--- src/rtl/conv_window_sequencer.sv ---
// conv_window_sequencer
//   Generates im2col-ordered read addresses for a K x K convolution over an
//   H x W image held in the image buffer, plus per-row read enables for the
//   systolic MAC array, each row skewed by STAGGER cycles from the previous.
//
//   Optional build macro: CONV_STRIDE_EN (adds the stride input).
//
// Ports:
//   s_clk            sole clock
//   reset            synchronous, active-high reset
//   start            one-cycle job request, sampled only when idle
//   stall            freezes counters, address output and stagger pipeline
//   stride           (CONV_STRIDE_EN only) window step S, latched on start
//   initial_address  image base address, latched on start
//   image_height     H, latched on start
//   image_width      W, latched on start
//   weight_size      K (kernel is K x K), latched on start
//   rd_addr          image read address
//   rd_valid         rd_addr valid this cycle
//   r_en             staggered per-row read enables (r_en[0] == rd_valid)
//   busy             high whenever a job is in progress
//   done             one-cycle completion pulse
//   err              configuration error, held until the next accepted start
module conv_window_sequencer #(
    parameter int ARRAY_SIZE = 9,
    parameter int DIM_W      = 8,
    parameter int ADDR_W     = 20,
    parameter int STAGGER    = 1
) (
    input  logic                  s_clk,
    input  logic                  reset,
    input  logic                  start,
    input  logic                  stall,
`ifdef CONV_STRIDE_EN
    input  logic [DIM_W-1:0]      stride,
`endif
    input  logic [ADDR_W-1:0]     initial_address,
    input  logic [DIM_W-1:0]      image_height,
    input  logic [DIM_W-1:0]      image_width,
    input  logic [DIM_W-1:0]      weight_size,
    output logic [ADDR_W-1:0]     rd_addr,
    output logic                  rd_valid,
    output logic [ARRAY_SIZE-1:0] r_en,
    output logic                  busy,
    output logic                  done,
    output logic                  err
);

    localparam logic [2:0] IDLE   = 3'd0;
    localparam logic [2:0] LOAD   = 3'd1;
    localparam logic [2:0] STREAM = 3'd2;
    localparam logic [2:0] DRAIN  = 3'd3;
    localparam logic [2:0] FIN    = 3'd4;

    localparam int unsigned DRAIN_CYC = (ARRAY_SIZE - 1) * STAGGER;
    localparam int unsigned SR_LEN    = (DRAIN_CYC > 0) ? DRAIN_CYC : 1;

    logic [2:0]        state;
    logic [ADDR_W-1:0] base_q;
    logic [DIM_W-1:0]  h_q, w_q, k_q, s_q;
    logic [DIM_W-1:0]  wk_diff, hk_diff;
    logic [DIM_W-1:0]  row_pos, col_pos, ki, kj;
    logic [ADDR_W-1:0] line_base;   // address of (window row, col 0)
    logic [ADDR_W-1:0] win_base;    // address of current window top-left
    logic [ADDR_W-1:0] row_base;    // address of (window row + ki, window col)
    logic [ADDR_W-1:0] row_step;    // S image rows in address units
    logic [31:0]       drain_cnt;
    logic [SR_LEN-1:0] sr;

    logic [ADDR_W-1:0] w_ext, s_ext;
    logic [DIM_W-1:0]  k_m1;
    logic              cfg_bad, kj_last, ki_last, col_last, row_last, at_last;

    assign w_ext = {{(ADDR_W-DIM_W){1'b0}}, w_q};
    assign s_ext = {{(ADDR_W-DIM_W){1'b0}}, s_q};
    assign k_m1  = k_q - DIM_W'(1);

`ifdef CONV_STRIDE_EN
    assign cfg_bad = (k_q == '0) || (k_q > h_q) || (k_q > w_q) ||
                     (32'(k_q) > 32'(ARRAY_SIZE)) || (s_q == '0);
`else
    assign s_q      = DIM_W'(1);
    assign row_step = w_ext;
    assign cfg_bad  = (k_q == '0) || (k_q > h_q) || (k_q > w_q) ||
                      (32'(k_q) > 32'(ARRAY_SIZE));
`endif

    // Window position limits replace OH/OW counts: a further window exists
    // only while pos + S <= H-K (or W-K). With S=1 this is pos == OH-1 / OW-1,
    // and it avoids a divider for the strided build.
    assign kj_last  = (kj == k_m1);
    assign ki_last  = (ki == k_m1);
    assign col_last = ({1'b0, col_pos} + {1'b0, s_q}) > {1'b0, wk_diff};
    assign row_last = ({1'b0, row_pos} + {1'b0, s_q}) > {1'b0, hk_diff};
    assign at_last  = kj_last && ki_last && col_last && row_last;

    assign busy = (state != IDLE);
    assign done = (state == FIN);

    always_ff @(posedge s_clk) begin
        if (reset) begin
            state     <= IDLE;
            base_q    <= '0;
            h_q       <= '0;
            w_q       <= '0;
            k_q       <= '0;
            wk_diff   <= '0;
            hk_diff   <= '0;
            row_pos   <= '0;
            col_pos   <= '0;
            ki        <= '0;
            kj        <= '0;
            line_base <= '0;
            win_base  <= '0;
            row_base  <= '0;
            rd_addr   <= '0;
            rd_valid  <= 1'b0;
            err       <= 1'b0;
            drain_cnt <= '0;
`ifdef CONV_STRIDE_EN
            s_q       <= '0;
            row_step  <= '0;
`endif
        end else begin
            case (state)
                IDLE: begin
                    if (start) begin
                        base_q <= initial_address;
                        h_q    <= image_height;
                        w_q    <= image_width;
                        k_q    <= weight_size;
`ifdef CONV_STRIDE_EN
                        s_q    <= stride;
`endif
                        err    <= 1'b0;
                        state  <= LOAD;
                    end
                end
                LOAD: begin
                    if (cfg_bad) begin
                        err   <= 1'b1;
                        state <= FIN;
                    end else begin
                        wk_diff   <= w_q - k_q;
                        hk_diff   <= h_q - k_q;
                        row_pos   <= '0;
                        col_pos   <= '0;
                        ki        <= '0;
                        kj        <= '0;
                        line_base <= base_q;
                        win_base  <= base_q;
                        row_base  <= base_q;
                        rd_addr   <= base_q;
                        rd_valid  <= 1'b1;
`ifdef CONV_STRIDE_EN
                        // One-off configuration product; the address path
                        // itself only ever adds.
                        row_step  <= w_ext * s_ext;
`endif
                        state     <= STREAM;
                    end
                end
                STREAM: begin
                    if (!stall) begin
                        if (at_last) begin
                            rd_valid  <= 1'b0;
                            drain_cnt <= '0;
                            state     <= (DRAIN_CYC == 0) ? FIN : DRAIN;
                        end else if (!kj_last) begin
                            kj      <= kj + DIM_W'(1);
                            rd_addr <= rd_addr + ADDR_W'(1);
                        end else if (!ki_last) begin
                            kj       <= '0;
                            ki       <= ki + DIM_W'(1);
                            row_base <= row_base + w_ext;
                            rd_addr  <= row_base + w_ext;
                        end else if (!col_last) begin
                            kj       <= '0;
                            ki       <= '0;
                            col_pos  <= col_pos + s_q;
                            win_base <= win_base + s_ext;
                            row_base <= win_base + s_ext;
                            rd_addr  <= win_base + s_ext;
                        end else begin
                            kj        <= '0;
                            ki        <= '0;
                            col_pos   <= '0;
                            row_pos   <= row_pos + s_q;
                            line_base <= line_base + row_step;
                            win_base  <= line_base + row_step;
                            row_base  <= line_base + row_step;
                            rd_addr   <= line_base + row_step;
                        end
                    end
                end
                DRAIN: begin
                    if (!stall) begin
                        if (drain_cnt == 32'(DRAIN_CYC - 1)) begin
                            state <= FIN;
                        end else begin
                            drain_cnt <= drain_cnt + 32'd1;
                        end
                    end
                end
                FIN: begin
                    state <= IDLE;
                end
                default: begin
                    state <= IDLE;
                end
            endcase
        end
    end

    // sr[j] holds rd_valid delayed by j+1 non-stalled cycles.
    always_ff @(posedge s_clk) begin
        if (reset) begin
            sr <= '0;
        end else if (!stall) begin
            sr <= (sr << 1) | SR_LEN'(rd_valid);
        end
    end

    always_comb begin
        r_en    = '0;
        r_en[0] = rd_valid;
        for (int unsigned i = 1; i < ARRAY_SIZE; i++) begin
            r_en[i] = sr[i*STAGGER-1];
        end
    end

endmodule

--- config.mk ---
export PLATFORM = sky130hd
export DESIGN_NAME = conv_window_sequencer
export DESIGN_NICKNAME = d
export VERILOG_FILES = /design/src/rtl/conv_window_sequencer.sv
export SDC_FILE = /design/constraint.sdc
export NUM_CORES = 1
export LEC_CHECK = 0
export CAP_MARGIN = 20
export CORE_AREA = 2 2 161 148
export DETAILED_ROUTE_END_ITERATION = 12
export DIE_AREA = 0 0 163 150
export GPL_TIMING_DRIVEN = 0
export PLACE_DENSITY = 0.8
export SETUP_SLACK_MARGIN = 0.3
export SYNTH_ARGS = -nofsm -noshare
export SYNTH_HDL_FRONTEND = slang
export SYNTH_SLANG_ARGS = --single-unit
--- constraint.sdc ---
create_clock -name s_clk -period 4.4 [get_ports s_clk]
set_input_delay 0.44 -clock s_clk [delete_from_list [all_inputs] [get_ports s_clk]]
set_output_delay 0.44 -clock s_clk [all_outputs]
set_load 0.02 [all_outputs]
; ---- Yosys cells after proc, flatten, opt, wreduce, memory -nomap -nowiden
; Cells that the tools add are included.
[op_classes]
n_addsub = 14
reduce_logical = 22
n_div = 0
n_eq_ne = 19
shift = 0
order_cmp = 5
bitwise = 2
mux = 63
n_mul = 0
[ops]
columns = operator, count
row1 = $mux 20, 18
row2 = $pmux 20 s2, 4
row3 = $mux 8, 18
row4 = $mux 32, 4
row5 = $pmux 32 s2, 1
row6 = $pmux 8 s2, 4
row7 = $add 20x1->20 const B, 2
row8 = $add 20x8->20, 2
row9 = $add 32x1->32 const B, 1
row10 = $add 8x1->8 const B, 4
row11 = $eq 32x3->1 const B, 1
row12 = $ne 2x2->1 const B, 12
row13 = $add 8x1->9 const B, 2
row14 = $gt 9x8->1, 2
row15 = $mux 3, 6
row16 = $eq 8x8->1, 2
row17 = $gt 8x8->1, 2
row18 = $sub 8x8->8, 2
row19 = $reduce_and 5->1, 3
row20 = $pmux 3 s4, 1
row21 = $gt 8x4->1 const B, 1
row22 = $logic_not 8->1, 1
row23 = $or 8x1->8, 1
row24 = $reduce_and 4->1, 2
row25 = other kinds (16), 29
[word_totals]
memories = 0
romBits = 0
elab_cells = 144
latch_bits = 0
ram_bits = 0
inputBits = 48
ff_bits = 217

; ---- Depth between registers and ports, before layout
[depth]
ltp_word = 8
depth_mapped = 17
mapped_depth_nobuf = 13

; ---- Worst setup path before layout
; No wires, ideal clock.
[synth_path]
path_type = reg2reg
from = register col_pos[0]
to = register drain_cnt[0]
required_time_ps = 4330
path_stages_with_launch = 17
t_arrival_ps = 3471
period_less_slack_ps = 3541
n_path_buf = 3
path_slack_ps = 859
path_cell_list = dfxtp_1 ha_1 nand3_1 nor2_1 xor2_1 ha_1 and4_1 nand4_1 a32oi_1 nand2_1 and4_1 buf_2 a21boi_2 buf_2 clkbuf_1 o21ai_0 a21oi_1
[synth_between]
elab_chain_len = 6
[synth_lines]
columns = element, line
row1 = "start, declared", 62  ; logic [DIM_W-1:0] row_pos, col_pos, ki, kj;
row2 = "start signal, assigned", 180  ; col_pos <= col_pos + s_q;
row3 = $add 8x1->9, 93  ; assign col_last = ({1'b0, col_pos} + {1'b0, s_q}) > {1'b0, wk_diff};
row4 = $gt 9x8->1, 93
row5 = $logic_and 1x1->1 (2 in series), 95  ; assign at_last = kj_last && ki_last && col_last && row_last;
row6 = $ne 2x2->1 (no line), n/a
row7 = $reduce_and 5->1 (no line), n/a
row8 = "end signal, assigned", 201  ; drain_cnt <= drain_cnt + 32'd1;
row9 = "end, declared", 67  ; logic [31:0] drain_cnt;
; No other way between the ends.
; A chain may end at the register's enable or synchronous reset.

; ---- Worst setup path in the final report
[layout_path]
from = register k_q[0]
to = register row_base[18]
[layout_between]
elab_chain_len = 7
word_cells_on_any_way = 22
[layout_lines]
columns = element, line
row1 = "start, declared", 60  ; logic [DIM_W-1:0] h_q, w_q, k_q, s_q;
row2 = "start signal, assigned", 131  ; k_q <= weight_size;
row3 = $sub 8x1->8, 76  ; assign k_m1 = k_q - DIM_W'(1);
row4 = $eq 8x8->1 (on tied branches), "92, 91"
row5 = $mux 20 or $logic_and 1x1->1 (tied branches), "172, 95"
row6 = $mux 20 or $logic_and 1x1->1 (tied branches), "169, 95"
row7 = $mux 20 or $logic_and 1x1->1 (tied branches), "165, 95"
row8 = $mux 20 or $ne 2x2->1 (tied branches), n/a
row9 = $pmux 20 s2 or $reduce_and 5->1 (tied branches), n/a
row10 = "end signal, assigned", 175  ; row_base <= row_base + w_ext;
row11 = "end signal, assigned", 182  ; row_base <= win_base + s_ext;
row12 = "end signal, assigned", 191  ; row_base <= line_base + row_step;
row13 = "end, declared", 65  ; logic [ADDR_W-1:0] row_base;
; Several ways; a longest one is shown, not always the timed one. The select of a mux whose other input is x is not followed.

==> results_dict.tcl <==
set metrics [dict create \
    synthArstFlopShare_pct 0 \
    ant_nets 0 \
    start_kind "flip-flop" \
    syn_area_um2 13680 \
    worstPathRequired_ns 4.85 \
    cts_buffers 25 \
    ys_types 84 \
    start_util_pct 59.81 \
    grt_usage_pct 39.01 \
    synth_edf_count 0 \
    syn_nets 1871 \
    drc 0 \
    cts_sinks 217 \
    grt_pass1_vias 13290 \
    finClkSkew_ns 0.02705 \
    vias 14650 \
    ioPinCount 81 \
    die_h_um 150 \
    clock_path_buffers 3 \
    num_rows 53 \
    synthCells 1762 \
    setup_viol 0 \
    port_buffers 78 \
    hold_ws_ns 0.4409 \
    irDropWorstVdd_mv 0.3514 \
    maxSlewViolCount 0 \
    cp-end-kind "flip-flop" \
    critical_path_class "reg2reg" \
    worstMarginPinSlew_ns 1.050 \
    dieArea_um2 24450 \
    synth_ff_type "dfxtp_1" \
    wirelength_mm 48.40 \
    cp_data_arrival_time_ns 4.50 \
    fp.dieW_um 163 \
    relSlewSlack_pct 30.00 \
    yosysSeqAreaShare_pct 31.75 \
    max_clock_freq_mhz 247.2 \
    outcome "complete, no violations" \
    drt_pass1_iterations 7 \
    fin_area_um2 15940 \
    rsz0062_at_grt "true" \
    dp.final_hpwl_mm 35.92 \
    cts_tree "yes" \
    nets 1984 \
    power_leakage_nw 5.747 \
    n_fill_cell 1944 \
    fin_crit_ns 4.045 \
    place_area_um2 14840 \
    multi_input_area_um2 8770 \
    drtIter0Drc 1977 \
    regArea_um2 4345 \
    ctsHtreeMaxLevel 1 \
    fin_crit_sh_pct 91.94 \
    grt_pass1_wl_mm 74.35 \
    hold_viol_final 0 \
    root_buffer "clkbuf_16" \
    antenna_found_initial 0 \
    path_clk_slew_ns 0.07 \
    vias_per_cell 6.678 \
    drive_gt1_share_pct 7.875 \
    syn_area_per_cell_um2 7.766 \
    ys_ff_latch 217 \
    syn_to_final_growth_pct 16.48 \
    core_area_um2 22880 \
    maxCapViolCount 0 \
    utilization_pct 69.66 \
    worstPathMaxFanout 10 \
    clock_latency_ns 0.54 \
    ys_warn_count 0 \
    routedWlPerCell_um 22.06 \
    antenna_cells 0 \
    grt_max_degree 14 \
    grt_remaining_overflow 0 \
    place_congestion 0.9931 \
    power_density_nw_per_um2 488.3 \
    hp-class "in2reg" \
]
-- sequential cells by signal, indices dropped and copies added (netlist names) --
register and cells:
base_q 20, col_pos 8, drain_cnt 32, err 1
h_q 8, hk_diff 8, k_q 8, ki 8
kj 8, line_base 20, rd_addr 20, rd_valid 1
row_base 20, row_pos 8, sr 8, state 3
w_q 8, win_base 20, wk_diff 8
-- critical path, cell delays in order, from the launching register on --
cell and delay [ns]:
dfxtp_1 0.44, buf_2 0.26, inv_1 0.08, ha_1 0.26
nor2b_1 0.18, nand2b_1 0.17, or3_1 0.36, a2bb2oi_1 0.60
and2_1 0.22, buf_2 0.25, buf_2 0.36, mux2i_1 0.37
nand2_1 0.10, a311oi_1 0.28
-- what timing repair did --
item / CTS / global route
resized for setup: 15 / 38
setup buffers: 3 / 5
hold buffers: 0 / 0
pin swaps: 2 / 4
endpoints found under the hold margin: 0 / 0
endpoints found under the setup margin: 131 / 123
-- cells in the mapped netlist, types with 7 or more instances --
master	n	area (um^2)
a21o_1	10	75.07
or4_1	11	82.58
inv_1	61	229.0
dfxtp_1	217	4344
o21ai_0	128	640.6
nand2b_1	22	137.6
a311oi_1	13	113.9
o211ai_1	23	172.7
xor2_1	46	402.9
mux2_2	8	90.09
nand2_1	217	814.5
a211oi_1	24	180.2
clkbuf_1	84	315.3
and3_1	29	181.4
o211a_1	9	90.09
and4_1	7	61.31
ha_1	57	713.2
nor4_1	13	81.33
nor3_1	45	225.2
o2111ai_1	10	87.58
xnor2_1	49	429.2
a21oi_1	178	890.9
nand4b_1	7	61.31
a31oi_1	21	131.4
nand3_1	62	310.3
nand4_1	43	269.0
nor2_1	113	424.2
o31ai_1	15	112.6
and2_1	9	56.30
a21boi_0	9	67.56
or3_1	36	225.2
mux2i_1	35	350.3
nor2b_1	12	75.07
buf_2	18	90.09
-- stage by stage --
stage	worst slack, ns	std cells	setup TNS (ns)	power, mW
global route	0.2656	2194	0	8.047
CTS	0.3827	2189	0	7.555
detailed placement	-0.5844	2142	-23.65	5.299
global placement	-0.5040	2142	-17.16	5.245
finish	0.3548	2194	0	7.782
floorplan	0.8585	1762	0	4.285
-- final cells by class --
class | instances | area share (%)
buffer | 111 | 3.125
clock buffer | 32 | 4.279
clock inverter | 12 | 1.201
inverter | 62 | 1.460
multi-input combinational | 1372 | 55.02
sequential | 217 | 27.26
tap | 302 | 2.371
timing repair buffer | 86 | 5.276
-- layer usage --
metal  global-route usage (%)  vias to the layer above  part of all wire [%]
met5                        0                        -                     0
met1                    54.06                     6893                    41
li1                         -                     6660                     -
met4                    17.26                        0                   5.0
met2                    58.39                      923                    42
met3                    8.287                      175                    12
-- cells by family after synthesis --
family          Yosys count  share of synthesized area, %
buf+inv                 173                         5.185
fa+ha+maj                61                         5.797
xor+xnor                 95                         6.081
simple gates            654                         23.88
compound gates          519                         24.09
mux                      43                         3.219
flops                   217                         31.75
-- power breakdown --
| group | total (mW) | internal [mW] | switching, mW |
|---|---|---|---|
| registers | 2.44 | 2.17 | 0.267 |
| logic | 3.08 | 1.05 | 2.03 |
| clock network | 2.27 | 1.39 | 0.883 |
-- final timing paths --
path	startpoint	to	slack [ns]	cells after the start
max reg2reg	k_q[0]	row_base[18]	0.35	13
max	k_q[0]	row_base[18]	0.35	13
min	initial_address[2]	base_q[2]	0.44	3
min reg2reg	err	err	0.46	2
-- placed cells by master, fill, tap and decap left out, types with 9 or more instances in the layout --
| cell type | n |
|---|---|
| a211oi_1 | 24 |
| a21boi_0 | 9 |
| a21o_1 | 10 |
| a21oi_1 | 176 |
| a311oi_1 | 13 |
| a31oi_1 | 20 |
| and2_1 | 9 |
| and3_1 | 29 |
| buf_2 | 16 |
| buf_4 | 16 |
| clkbuf_1 | 77 |
| clkbuf_16 | 25 |
| clkbuf_2 | 10 |
| clkdlybuf4s50_1 | 78 |
| dfxtp_1 | 216 |
| ha_1 | 57 |
| inv_1 | 61 |
| mux2i_1 | 31 |
| nand2_1 | 216 |
| nand2b_1 | 22 |
| nand3_1 | 61 |
| nand4_1 | 43 |
| nor2_1 | 110 |
| nor2b_1 | 12 |
| nor3_1 | 45 |
| nor4_1 | 12 |
| o2111ai_1 | 10 |
| o211a_1 | 9 |
| o211ai_1 | 23 |
| o21ai_0 | 126 |
| o31ai_1 | 13 |
| or3_1 | 36 |
| or4_1 | 11 |
| xnor2_1 | 49 |
| xor2_1 | 46 |
Note: power is estimated with default switching activity, not from simulation.
